<file path="config.mk">
export PLATFORM = sky130hd
export DESIGN_NAME = sram_arbiter
export DESIGN_NICKNAME = d
export VERILOG_FILES = /design/src/rtl/sram_arbiter.sv
export SDC_FILE = /design/constraint.sdc
export NUM_CORES = 1
export LEC_CHECK = 0
export BUFFER_PORTS_ARGS = -buffer_cell sky130_fd_sc_hd__clkbuf_2
export CORE_MARGIN = 2
export CORE_UTILIZATION = 36
export CTS_CLUSTER_DIAMETER = 40
export DETAILED_ROUTE_END_ITERATION = 6
export PLACE_DENSITY = 0.89
export REMOVE_ABC_BUFFERS = 1
export SETUP_SLACK_MARGIN = 0.3
export SLEW_MARGIN = 20
export SYNTH_ARGS = -nofsm -noshare
export SYNTH_HDL_FRONTEND = slang
export SYNTH_SLANG_ARGS = --single-unit
</file>
<file path="constraint.sdc">
create_clock -name clk_i -period 6.37 [get_ports clk_i]
set_input_delay 1.911 -clock clk_i [delete_from_list [all_inputs] [get_ports clk_i]]
set_output_delay 1.911 -clock clk_i [all_outputs]
set_load 0.02 [all_outputs]
</file>
<file path="src/rtl/sram_arbiter.sv">
// Shares one single-port synchronous SRAM between a high-priority read-only
// pixel fetcher (A) and a read/write game-logic engine (B), with starvation bound for B.
module sram_arbiter #(
    parameter int DATA_WIDTH   = 8,
    parameter int ADDR_WIDTH   = 16,
    parameter int STARVE_LIMIT = 4
) (
    input  logic                  clk_i,
    input  logic                  reset_i,

    input  logic                  a_req_i,
    input  logic [ADDR_WIDTH-1:0] a_addr_i,
    output logic                  a_gnt_o,
    output logic                  a_rvalid_o,
    output logic [DATA_WIDTH-1:0] a_rdata_o,

    input  logic                  b_req_i,
    input  logic                  b_we_i,
    input  logic [ADDR_WIDTH-1:0] b_addr_i,
    input  logic [DATA_WIDTH-1:0] b_wdata_i,
    output logic                  b_gnt_o,
    output logic                  b_rvalid_o,
    output logic [DATA_WIDTH-1:0] b_rdata_o,

    output logic                  sram_en_o,
    output logic                  sram_we_o,
    output logic [ADDR_WIDTH-1:0] sram_addr_o,
    output logic [DATA_WIDTH-1:0] sram_wdata_o,
    input  logic [DATA_WIDTH-1:0] sram_rdata_i
);

    localparam logic [7:0] LIMIT = 8'(STARVE_LIMIT);

    logic [7:0] wait_q, wait_d;
    logic [1:0] tag_q, tag_d;   // {A read issued, B read issued} on the last edge
    logic       force_b;
    logic       a_win, b_win;

    assign force_b = (wait_q == LIMIT);

    // A normally wins; B overrides once it has been denied STARVE_LIMIT times in a row.
    always_comb begin
        b_win = 1'b0;
        a_win = 1'b0;
        if (!reset_i) begin
            b_win = b_req_i && (!a_req_i || force_b);
            a_win = a_req_i && !b_win;
        end
    end

    assign a_gnt_o = a_win;
    assign b_gnt_o = b_win;

    always_comb begin
        sram_en_o    = 1'b0;
        sram_we_o    = 1'b0;
        sram_addr_o  = '0;
        sram_wdata_o = '0;
        if (a_win) begin
            sram_en_o   = 1'b1;
            sram_addr_o = a_addr_i;
        end else if (b_win) begin
            sram_en_o    = 1'b1;
            sram_we_o    = b_we_i;
            sram_addr_o  = b_addr_i;
            sram_wdata_o = b_wdata_i;
        end
    end

    always_comb begin
        wait_d = wait_q;
        if (!b_req_i || b_win) begin
            wait_d = '0;
        end else if (wait_q != LIMIT) begin
            wait_d = wait_q + 8'd1;
        end
    end

    // B writes are not tagged, so the write-first echo never reaches B.
    assign tag_d = {a_win, b_win & ~b_we_i};

    always_ff @(posedge clk_i) begin
        if (reset_i) begin
            wait_q <= '0;
            tag_q  <= '0;
        end else begin
            wait_q <= wait_d;
            tag_q  <= tag_d;
        end
    end

    assign a_rvalid_o = tag_q[1];
    assign b_rvalid_o = tag_q[0];
    assign a_rdata_o  = sram_rdata_i;
    assign b_rdata_o  = sram_rdata_i;

endmodule
</file>
==> results.py, run 1 <==
metrics = {
    "status": {
        "outcome": "finished, final reports clean",
    },
    "final_layout": {
        "num_antenna_cells": 0,
        "syn2layout_area_growth_pct": 35.0,
        "drive_above_1_share": 0.526,
        "mostFrequentLayoutCells": "74 x clkbuf_2, 16 x a32o_1, 10 x dfxtp_1",
        "final_common_cell": "clkbuf_2",
        "final_nets": 212,
    },
    "power": {
        "p_seq_frac": 0.367,
        "total_power_uw": 174,
        "leakagePower_nw": 0.595,
        "swShare": 0.302,
        "peakVddDrop_mv": 0.119,
        "comb_power_share": 0.306,
        "internal-power_uw": 121,
        "power_density_nw_per_um2": 151,
        "p_clk_frac": 0.326,
        "switchingPower_uw": 52.5,
    },
    "route": {
        "post_drt_wl_per_cell_um": 14.2,
        "drtPass1Iterations": 4,
        "via_per_inst": 5.50,
        "wirelength_mm": 2.61,
        "drc_errors": 0,
        "drtIter0Drc": 15,
        "dr_total_vias": 1012,
        "ant_nets": 0,
    },
    "logic_synthesis": {
        "ys.warnings.count": 0,
        "ys_ff_latch": 10,
        "synth_cell_types": 27,
        "yosysTopAreaCellShare": 0.235,
        "ys_seq_area_frac": 0.235,
        "synth_area_um2": 851,
        "netlist_instances": 99,
        "yosysTopAreaCell": "dfxtp_1",
        "post_synth.cell_area_avg_um2": 8.59,
        "netlist_top_cells_area": "dfxtp_1 24%, a32o_1 19%, buf_4 14%",
    },
    "cts": {
        "clock_latency_ps": 270,
        "clk_path_buf_depth": 2,
        "clkTransAtPathRegs_ps": 60,
        "clock-sinks": 10,
        "cts_root_buffer": "clkbuf_4",
        "htree_levels": 1,
        "cts_hold_buf": 0,
        "postCtsSetupBuffers": 0,
        "numCtsBuffers": 3,
        "cts_tree": "built",
        "cts_resized": 0,
    },
    "die": {
        "die-area_um2": 2770,
        "die_w_um": 52.6,
        "die_y_um": 52.6,
        "ios": 99,
        "core-area_um2": 2230,
        "rows": 17,
        "start_util": 0.381,
    },
    "global_routing": {
        "grt_antenna_before_repair": 0,
        "grt_max_degree": 28,
        "grt_util_all_layers": 0.193,
        "grt_pass1_wl_mm": 4.06,
        "overflow": 0,
        "grt_pass1_vias": 999,
    },
    "sta": {
        "worst_slew_pin_slew_ps": 955,
        "hold_viol_final": 0,
        "fin_crit_sh": 0.812,
        "timing.fmax_mhz": 193,
        "slew_headroom": 0.353,
        "grt_setup_unrepaired": "false",
        "finalSetupViolCount": 0,
        "fin_skew_ps": 6.25,
        "tns_ps": 0,
        "drv_slew": 0,
        "period_minus_slack_ps": 5170,
    },
    "setup_path": {
        "required_ps": 4460,
        "reg2reg_depth": 3,
        "rrSetupSlack_ps": 4260,
        "worst_setup_path_start_kind": "input port",
        "cp-end-kind": "output pin",
        "path_max_fanout": 15,
        "critPathKind": "in2out",
        "worst-endpoint-arrival_ps": 3260,
    },
    "worst_hold_path": {
        "hp-class": "reg2reg",
        "min_path_cells": 1,
    },
    "placement": {
        "io_buffers": 74,
        "hpwl_mm": 2.17,
        "place_congestion": 0.735,
    },
    "flow_run": {
        "maxCapViolCount": 0,
    },
}
## worst max-delay path, stage by stage
cell and delay, ps:
clkbuf_2 100, inv_1 70, nor2_1 490, buf_4 310
a32o_1 200, clkbuf_2 170
## state kept, by name, summed over array words and instances (netlist names)
register	count
tag_q	2
wait_q	8
## synthesized netlist by cell type, drive strengths merged
cell type	n
clkbuf	4
o311ai	1
o41a	2
nand2	1
o31ai	1
nand2b	1
a21oi	3
nor2	8
inv	5
buf	18
nand3	4
and3b	1
o21ai	3
or3	3
nand4	1
a32o	16
dfxtp	10
xor2	2
or4b	1
nor2b	1
and2	1
and3	9
ha	2
xnor2	1
## path summary, 6_finish.rpt
path / startpoint / to
setup / recovery: b_req_i / sram_addr_o[1]
hold / removal: wait_q[0] / wait_q[0]
setup reg to reg: wait_q[2] / wait_q[3]
hold reg to reg: wait_q[0] / wait_q[0]
## power groups by stage
stage                     Combinational [mW]  Sequential (mW)  Clock [mW]
after floorplan                       0.0270           0.0659           0
after global placement                0.0518           0.0653           0
after detailed placement              0.0534           0.0653           0
after CTS                             0.0535           0.0639      0.0579
after global routing                  0.0575           0.0640      0.0627
final                                 0.0533           0.0639      0.0568
## cells by family after synthesis
kind of cell	synth area share
buffers and inverters	0.200
and+or+nand+nor	0.207
DFF	0.235
AOI/OAI and AO/OA	0.297
adders and majority gates	0.0294
xor gates and xnor gates	0.0309
## per-stage QoR
step                utilization  instances  worst slack [ps]  cell area (um2)  hold slack (ps)
finish                    0.514        184              1200             1150              491
global route              0.514        184              1050             1150              536
CTS                       0.514        184              1230             1150              493
detailed placement        0.498        180              1230             1110              479
global placement          0.498        180              1340             1110              469
floorplan                     -         77              1340              699              453
## final cells by class
type | count | area (um2)
fill | 224 | 1080
multi-input combinational | 62 | 480
timing repair buffer | 75 | 378
sequential | 10 | 200
clock buffer | 4 | 36.3
tap | 28 | 35.0
inverter | 5 | 18.8
## metal layers
layer  GRT usage  vias to the layer above  wire [um]
met5           0                        -          0
met4      0.0855                        0         38
met3      0.0886                        4        289
met2       0.323                       68       1320
met1       0.207                      467        965
li1            -                      473          -
Power figures use the tool's default switching activity.
==> inputs of run 2 (changes only) <==
--- a/config.mk
+++ b/config.mk
@@ -5,12 +5,13 @@
 export SDC_FILE = /design/constraint.sdc
 export NUM_CORES = 1
 export LEC_CHECK = 0
+export ABC_AREA = 1
 export BUFFER_PORTS_ARGS = -buffer_cell sky130_fd_sc_hd__clkbuf_2
 export CORE_MARGIN = 2
 export CORE_UTILIZATION = 36
 export CTS_CLUSTER_DIAMETER = 40
 export DETAILED_ROUTE_END_ITERATION = 6
-export PLACE_DENSITY = 0.89
+export PLACE_DENSITY = 0.84
 export REMOVE_ABC_BUFFERS = 1
 export SETUP_SLACK_MARGIN = 0.3
 export SLEW_MARGIN = 20
==> constraint.sdc (replaced) <==
create_clock -name clk_i -period 5.25 [get_ports clk_i]
set_input_delay 1.575 -clock clk_i [delete_from_list [all_inputs] [get_ports clk_i]]
set_output_delay 1.575 -clock clk_i [all_outputs]
set_load 0.02 [all_outputs]
==> run 2 against run 1 <==
Worst setup slack worse by 200 ps. Die area is 15% higher. Area after synthesis up 17%. Critical endpoint is now sram_wdata_o[6]. Register-to-register slack got worse by 460 ps. Largest power group unchanged. Non-clock buffer count decreased by 1. Clock skew rose by 2.2 ps. Final area grew 11%.
==> results.py, run 2 <==
metrics = {
    "final_layout": {
        "final_util": 0.476,
        "num_antenna_cells": 0,
        "fin_cells": 246,
        "final_common_cell": "clkbuf_2",
        "mostFrequentLayoutCells": "74 x clkbuf_2, 37 x nand3_1, 29 x nand2_1",
        "drive_above_1_share": 0.447,
        "final_nets": 271,
        "reg_top3": "wait_q x8, tag_q x2",
        "largest_register": "wait_q",
        "largest_register_ffs": 8,
        "syn2layout_area_growth_pct": 28.7,
    },
    "logic_synthesis": {
        "netlist_top_cells_area": "dfxtp_1 20%, nand3_1 19%, buf_4 13%",
        "post-synth-top-count-cell": "nand3_1",
        "synth_compound_area_frac": 0.0403,
        "yosysTopAreaCell": "dfxtp_1",
        "ys_ff_latch": 10,
        "yosysTopAreaCellShare": 0.202,
        "post_synth.cell_area_avg_um2": 6.29,
        "netlist_instances": 158,
        "ys_seq_area_frac": 0.202,
        "netlist_top_cells_count": "37 x nand3_1, 29 x nand2_1, 19 x inv_1, 17 x buf_4, 11 x nor2_1",
        "ys.warnings.count": 0,
        "synth-edff-count": 0,
        "yosys.area_share.simple": 0.470,
        "ys.flop_type": "dfxtp_1",
        "synth_top_family_by_area": "simple AND/OR/NAND/NOR gates",
        "synthArstFlopShare": 0,
        "synth_cell_types": 20,
        "synth_area_um2": 993,
        "synth_fa_ha_area_frac": 0.0252,
        "synthXorXnorAreaFrac": 0.0264,
        "synthMuxAreaShare": 0,
    },
    "sta": {
        "timing.fmax_mhz": 235,
        "slew_headroom": 0.744,
        "layout_setup_ws_ps": 1000,
        "drv_slew": 0,
        "grt_setup_unrepaired": "false",
        "period_minus_slack_ps": 4250,
        "fin_crit_sh": 0.809,
        "tns_ps": 0,
        "finalSetupViolCount": 0,
        "worst_slew_pin_slew_ps": 384,
        "fin_skew_ps": 8.49,
        "hold_viol_final": 0,
    },
    "placement": {
        "io_buffers": 74,
        "pre_cts_ws_ps": 998,
        "place_congestion": 0.791,
        "dpl.cell_count": 242,
        "hpwl_mm": 1.96,
    },
    "route": {
        "wirelength_mm": 2.39,
        "ant_nets": 0,
        "post_drt_wl_per_cell_um": 9.71,
        "via_per_inst": 4.71,
        "dr_total_vias": 1159,
        "drtIter0Drc": 31,
        "drc_errors": 0,
        "drtPass1Iterations": 4,
    },
    "setup_path": {
        "worst_setup_path_start_kind": "input port",
        "worst-endpoint-arrival_ps": 2670,
        "cp-end-kind": "output pin",
        "path_max_fanout": 18,
        "critPathKind": "in2out",
        "required_ps": 3680,
    },
    "cts": {
        "postCtsSetupBuffers": 0,
        "cts_resized": 0,
        "numCtsBuffers": 3,
        "clkTransAtPathRegs_ps": 60,
        "clock-sinks": 10,
        "clock_latency_ps": 280,
        "cts_tree": "built",
        "cts_hold_buf": 0,
        "cts_root_buffer": "clkbuf_4",
        "clk_path_buf_depth": 2,
        "htree_levels": 1,
    },
    "power": {
        "peakVddDrop_mv": 0.112,
        "leakagePower_nw": 0.737,
        "total_power_uw": 212,
        "power_density_nw_per_um2": 166,
    },
    "die": {
        "core-area_um2": 2690,
        "die_w_um": 56.5,
        "ios": 99,
        "die-area_um2": 3200,
        "start_util": 0.370,
        "rows": 19,
        "die_y_um": 56.5,
    },
    "global_routing": {
        "grt_max_degree": 19,
        "grt_antenna_before_repair": 0,
        "overflow": 0,
        "grt_pass1_vias": 960,
        "grt_pass1_wl_mm": 3.93,
        "grt_util_all_layers": 0.151,
    },
    "flow_run": {
        "maxCapViolCount": 0,
    },
    "worst_hold_path": {
        "hp-class": "reg2reg",
    },
    "status": {
        "outcome": "finished, final reports clean",
    },
}
run 2: kinds of logic (layout without fill, tap and decap cells):
logic type               after synthesis  count (layout)
AND/OR/NAND/NOR                       95              95
buffers and inverters                 41              98
flip-flops                            10              10
AO/OA/AOI/OAI                          7               7
XOR/XNOR                               3               3
adder cells (fa/ha/maj)                2               2
run 2: path summary, 6_finish.rpt:
path | start | to | slack [ps] | cells after the start
worst max register to register | wait_q[0] | tag_q[0] | 3800 | 8
worst max-delay path | b_req_i | sram_wdata_o[6] | 1000 | 6
worst min register to register | wait_q[0] | wait_q[0] | 480 | 1
worst min-delay path | wait_q[0] | wait_q[0] | 480 | 1
run 2: metal layers:
layer	GRT usage	vias to the layer above	wire length [um]
li1	-	598	-
met1	0.170	490	940
met2	0.238	67	1160
met3	0.0853	4	265
met4	0.0510	0	27
met5	0	-	0
run 2: critical path, stage by stage:
cell and delay, ps:
clkbuf_2 110, inv_1 80, nor2_4 310, nand2_2 270, nor2_2 140, clkbuf_2 180
run 2: through the flow:
| stage | cell area [um2] | hold WS [ps] |
|---|---|---|
| floorplan | 833 | 441 |
| global placement | 1240 | 465 |
| detailed placement | 1240 | 470 |
| CTS | 1280 | 486 |
| global route | 1280 | 513 |
| finish | 1280 | 481 |
run 2: power breakdown:
group | total [mW] | internal, mW | leakage (nW) | switching [mW]
clock network | 0.0703 | 0.0422 | 0.0210 | 0.0281
registers | 0.0774 | 0.0768 | 0.0810 | 0.000586
logic | 0.0643 | 0.0263 | 0.635 | 0.0380
total | 0.212 | 0.145 | 0.737 | 0.0667
run 2: layout make-up:
| class | instances | area [um2] |
|---|---|---|
| Clock buffer | 4 | 36.3 |
| Fill cell | 281 | 1410 |
| Inverter | 20 | 75.1 |
| Multi-Input combinational cell | 107 | 558 |
| Sequential cell | 10 | 200 |
| Tap cell | 31 | 38.8 |
| Timing Repair Buffer | 74 | 370 |
==> inputs of run 3 (changes only) <==
--- a/config.mk
+++ b/config.mk
@@ -5,13 +5,13 @@
 export SDC_FILE = /design/constraint.sdc
 export NUM_CORES = 1
 export LEC_CHECK = 0
-export ABC_AREA = 1
+export ABC_AREA = 0
 export BUFFER_PORTS_ARGS = -buffer_cell sky130_fd_sc_hd__clkbuf_2
 export CORE_MARGIN = 2
-export CORE_UTILIZATION = 36
+export CORE_UTILIZATION = 33
 export CTS_CLUSTER_DIAMETER = 40
 export DETAILED_ROUTE_END_ITERATION = 6
-export PLACE_DENSITY = 0.84
+export PLACE_DENSITY = 0.83
 export REMOVE_ABC_BUFFERS = 1
 export SETUP_SLACK_MARGIN = 0.3
 export SLEW_MARGIN = 20
==> constraint.sdc (replaced) <==
create_clock -name clk_i -period 4.41 [get_ports clk_i]
set_input_delay 1.323 -clock clk_i [delete_from_list [all_inputs] [get_ports clk_i]]
set_output_delay 1.323 -clock clk_i [all_outputs]
set_load 0.02 [all_outputs]
==> run 3 against run 2 <==
Die area decreased by 6.1%. Critical endpoint is now sram_addr_o[1]. Wire length increased by 12%. Total power increased by 19%. Clock power increased by 18%. Sequential power increased by 19%. First-iteration DRC count decreased by 26%.
==> results.py, run 3 (synthesized netlist as in run 1, its figures left out) <==
metrics = {
    "status": {
        "outcome": "finished, final reports clean",
    },
    "final_layout": {
        "final_util": 0.469,
        "largest_register_ffs": 8,
        "num_antenna_cells": 0,
        "final_nets": 212,
        "reg_top3": "wait_q x8, tag_q x2",
        "final_common_cell": "clkbuf_2",
        "largest_register": "wait_q",
        "fillers": 250,
        "syn2layout_area_growth_pct": 35.3,
        "drive_above_1_share": 0.526,
        "mostFrequentLayoutCells": "74 x clkbuf_2, 16 x a32o_1, 10 x dfxtp_1",
    },
    "setup_path": {
        "crit_cells": 4,
        "cp-end-kind": "output pin",
        "crit_start": "wait_q[2]",
        "path_max_fanout": 27,
        "crit_end": "sram_addr_o[1]",
        "worst_path_dominant_cell_family": "compound AO/OA/AOI/OAI gates",
        "worst_setup_path_start_kind": "flop",
        "critPathBufInv": 1,
        "rrSetupSlack_ps": 2320,
        "rr_endpoint": "tag_q[0]",
        "cp_cell_sequence": "or4b_4 -> o31ai_4 -> a32o_1 -> clkbuf_2",
        "crit-reg2reg-launch": "wait_q[2]",
        "critPathKind": "reg2out",
        "reg2reg_depth": 3,
        "crit_slowest_cell": "o31ai_4",
        "required_ps": 3090,
        "worst-endpoint-arrival_ps": 2530,
        "max_stage_delay_ps": 800,
    },
    "cts": {
        "clock-sinks": 10,
        "cts_root_buffer": "clkbuf_4",
        "cts_hold_buf": 0,
        "clk_path_buf_depth": 2,
        "clock_latency_ps": 270,
        "htree_levels": 1,
        "cts_tree": "built",
        "cts_resized": 0,
        "clkTransAtPathRegs_ps": 70,
        "numCtsBuffers": 3,
        "postCtsSetupBuffers": 0,
    },
    "power": {
        "internal-power_uw": 175,
        "comb_power_share": 0.306,
        "switchingPower_uw": 77.0,
        "peakVddDrop_mv": 0.107,
        "swShare": 0.305,
        "p_clk_frac": 0.328,
        "p_seq_frac": 0.365,
        "leakagePower_nw": 0.595,
        "power_density_nw_per_um2": 219,
    },
    "placement": {
        "hpwl_mm": 2.17,
        "io_buffers": 74,
        "place_congestion": 0.793,
    },
    "die": {
        "die-area_um2": 3000,
        "ios": 99,
        "die_w_um": 54.8,
        "rows": 18,
        "start_util": 0.347,
        "die_y_um": 54.8,
        "core-area_um2": 2450,
    },
    "route": {
        "drc_errors": 0,
        "via_per_inst": 5.18,
        "dr_total_vias": 963,
        "ant_nets": 0,
        "wirelength_mm": 2.67,
        "drtPass1Iterations": 4,
        "drtIter0Drc": 23,
        "post_drt_wl_per_cell_um": 14.4,
    },
    "sta": {
        "fin_skew_ps": 9.15,
        "period_minus_slack_ps": 3850,
        "hold_viol_final": 0,
        "finalSetupViolCount": 0,
        "timing.fmax_mhz": 260,
        "drv_slew": 0,
        "tns_ps": 0,
        "grt_setup_unrepaired": "false",
        "slew_headroom": 0.348,
        "fin_crit_sh": 0.873,
        "worst_slew_pin_slew_ps": 962,
    },
    "global_routing": {
        "gr-max-usage-layer": "met2",
        "grt_pass1_wl_mm": 3.98,
        "grt_util_all_layers": 0.190,
        "grt_max_degree": 28,
        "overflow": 0,
        "grt_pass1_vias": 878,
        "grt_antenna_before_repair": 0,
        "met3_usage": 0.161,
        "gr-usage-met2": 0.274,
        "use_met1": 0.198,
    },
    "worst_hold_path": {
        "hp-class": "reg2reg",
        "hp-start": "wait_q[7]",
    },
    "flow_run": {
        "maxCapViolCount": 0,
    },
}
[run 3: tightest hold or removal path: stages (launching register included)]
cell and delay (ps):
dfxtp_1 320, o21ai_0 70, a21oi_1 60
[run 3: power groups by stage]
stage                     logic [mW]  clock network (mW)  registers, mW
after floorplan               0.0390                   0         0.0952
after global placement        0.0772                   0         0.0944
after detailed placement      0.0771                   0         0.0944
after CTS                     0.0775              0.0859         0.0923
after global routing          0.0841              0.0945         0.0925
final                         0.0773              0.0829         0.0923
[run 3: worst min-delay path by stage]
stage	to	slack (ps)	cells past startpoint
floorplan	wait_q[0]	450	1
global placement	wait_q[0]	470	1
detailed placement	wait_q[0]	490	1
CTS	wait_q[7]	500	2
global route	wait_q[7]	530	2
finish	wait_q[7]	490	2
[run 3: routing by layer]
| metal | vias up | share of wire |
|---|---|---|
| met5 | - | 0 |
| met4 | 0 | 0.0075 |
| met3 | 2 | 0.16 |
| met2 | 75 | 0.48 |
| met1 | 414 | 0.35 |
| li1 | 472 | - |
[run 3: per-stage QoR]
step                      area, um2  total power [mW]  instances  hold WS (ps)  worst slack (ps)
after floorplan                 699             0.134         77           453               557
after global placement         1110             0.172        182           474               625
after detailed placement       1110             0.172        182           486               617
after CTS                      1150             0.256        186           498               573
after global routing           1150             0.271        186           528               404
final                          1150             0.253        186           494               559
[run 3: cell type report]
cell class,count,area [um2],area share
Sequential cell,10,200,0.174
Multi-Input combinational cell,62,480,0.417
Inverter,5,18.8,0.0163
Timing Repair Buffer,75,378,0.328
Tap cell,30,37.5,0.0326
Clock buffer,4,36.3,0.0315
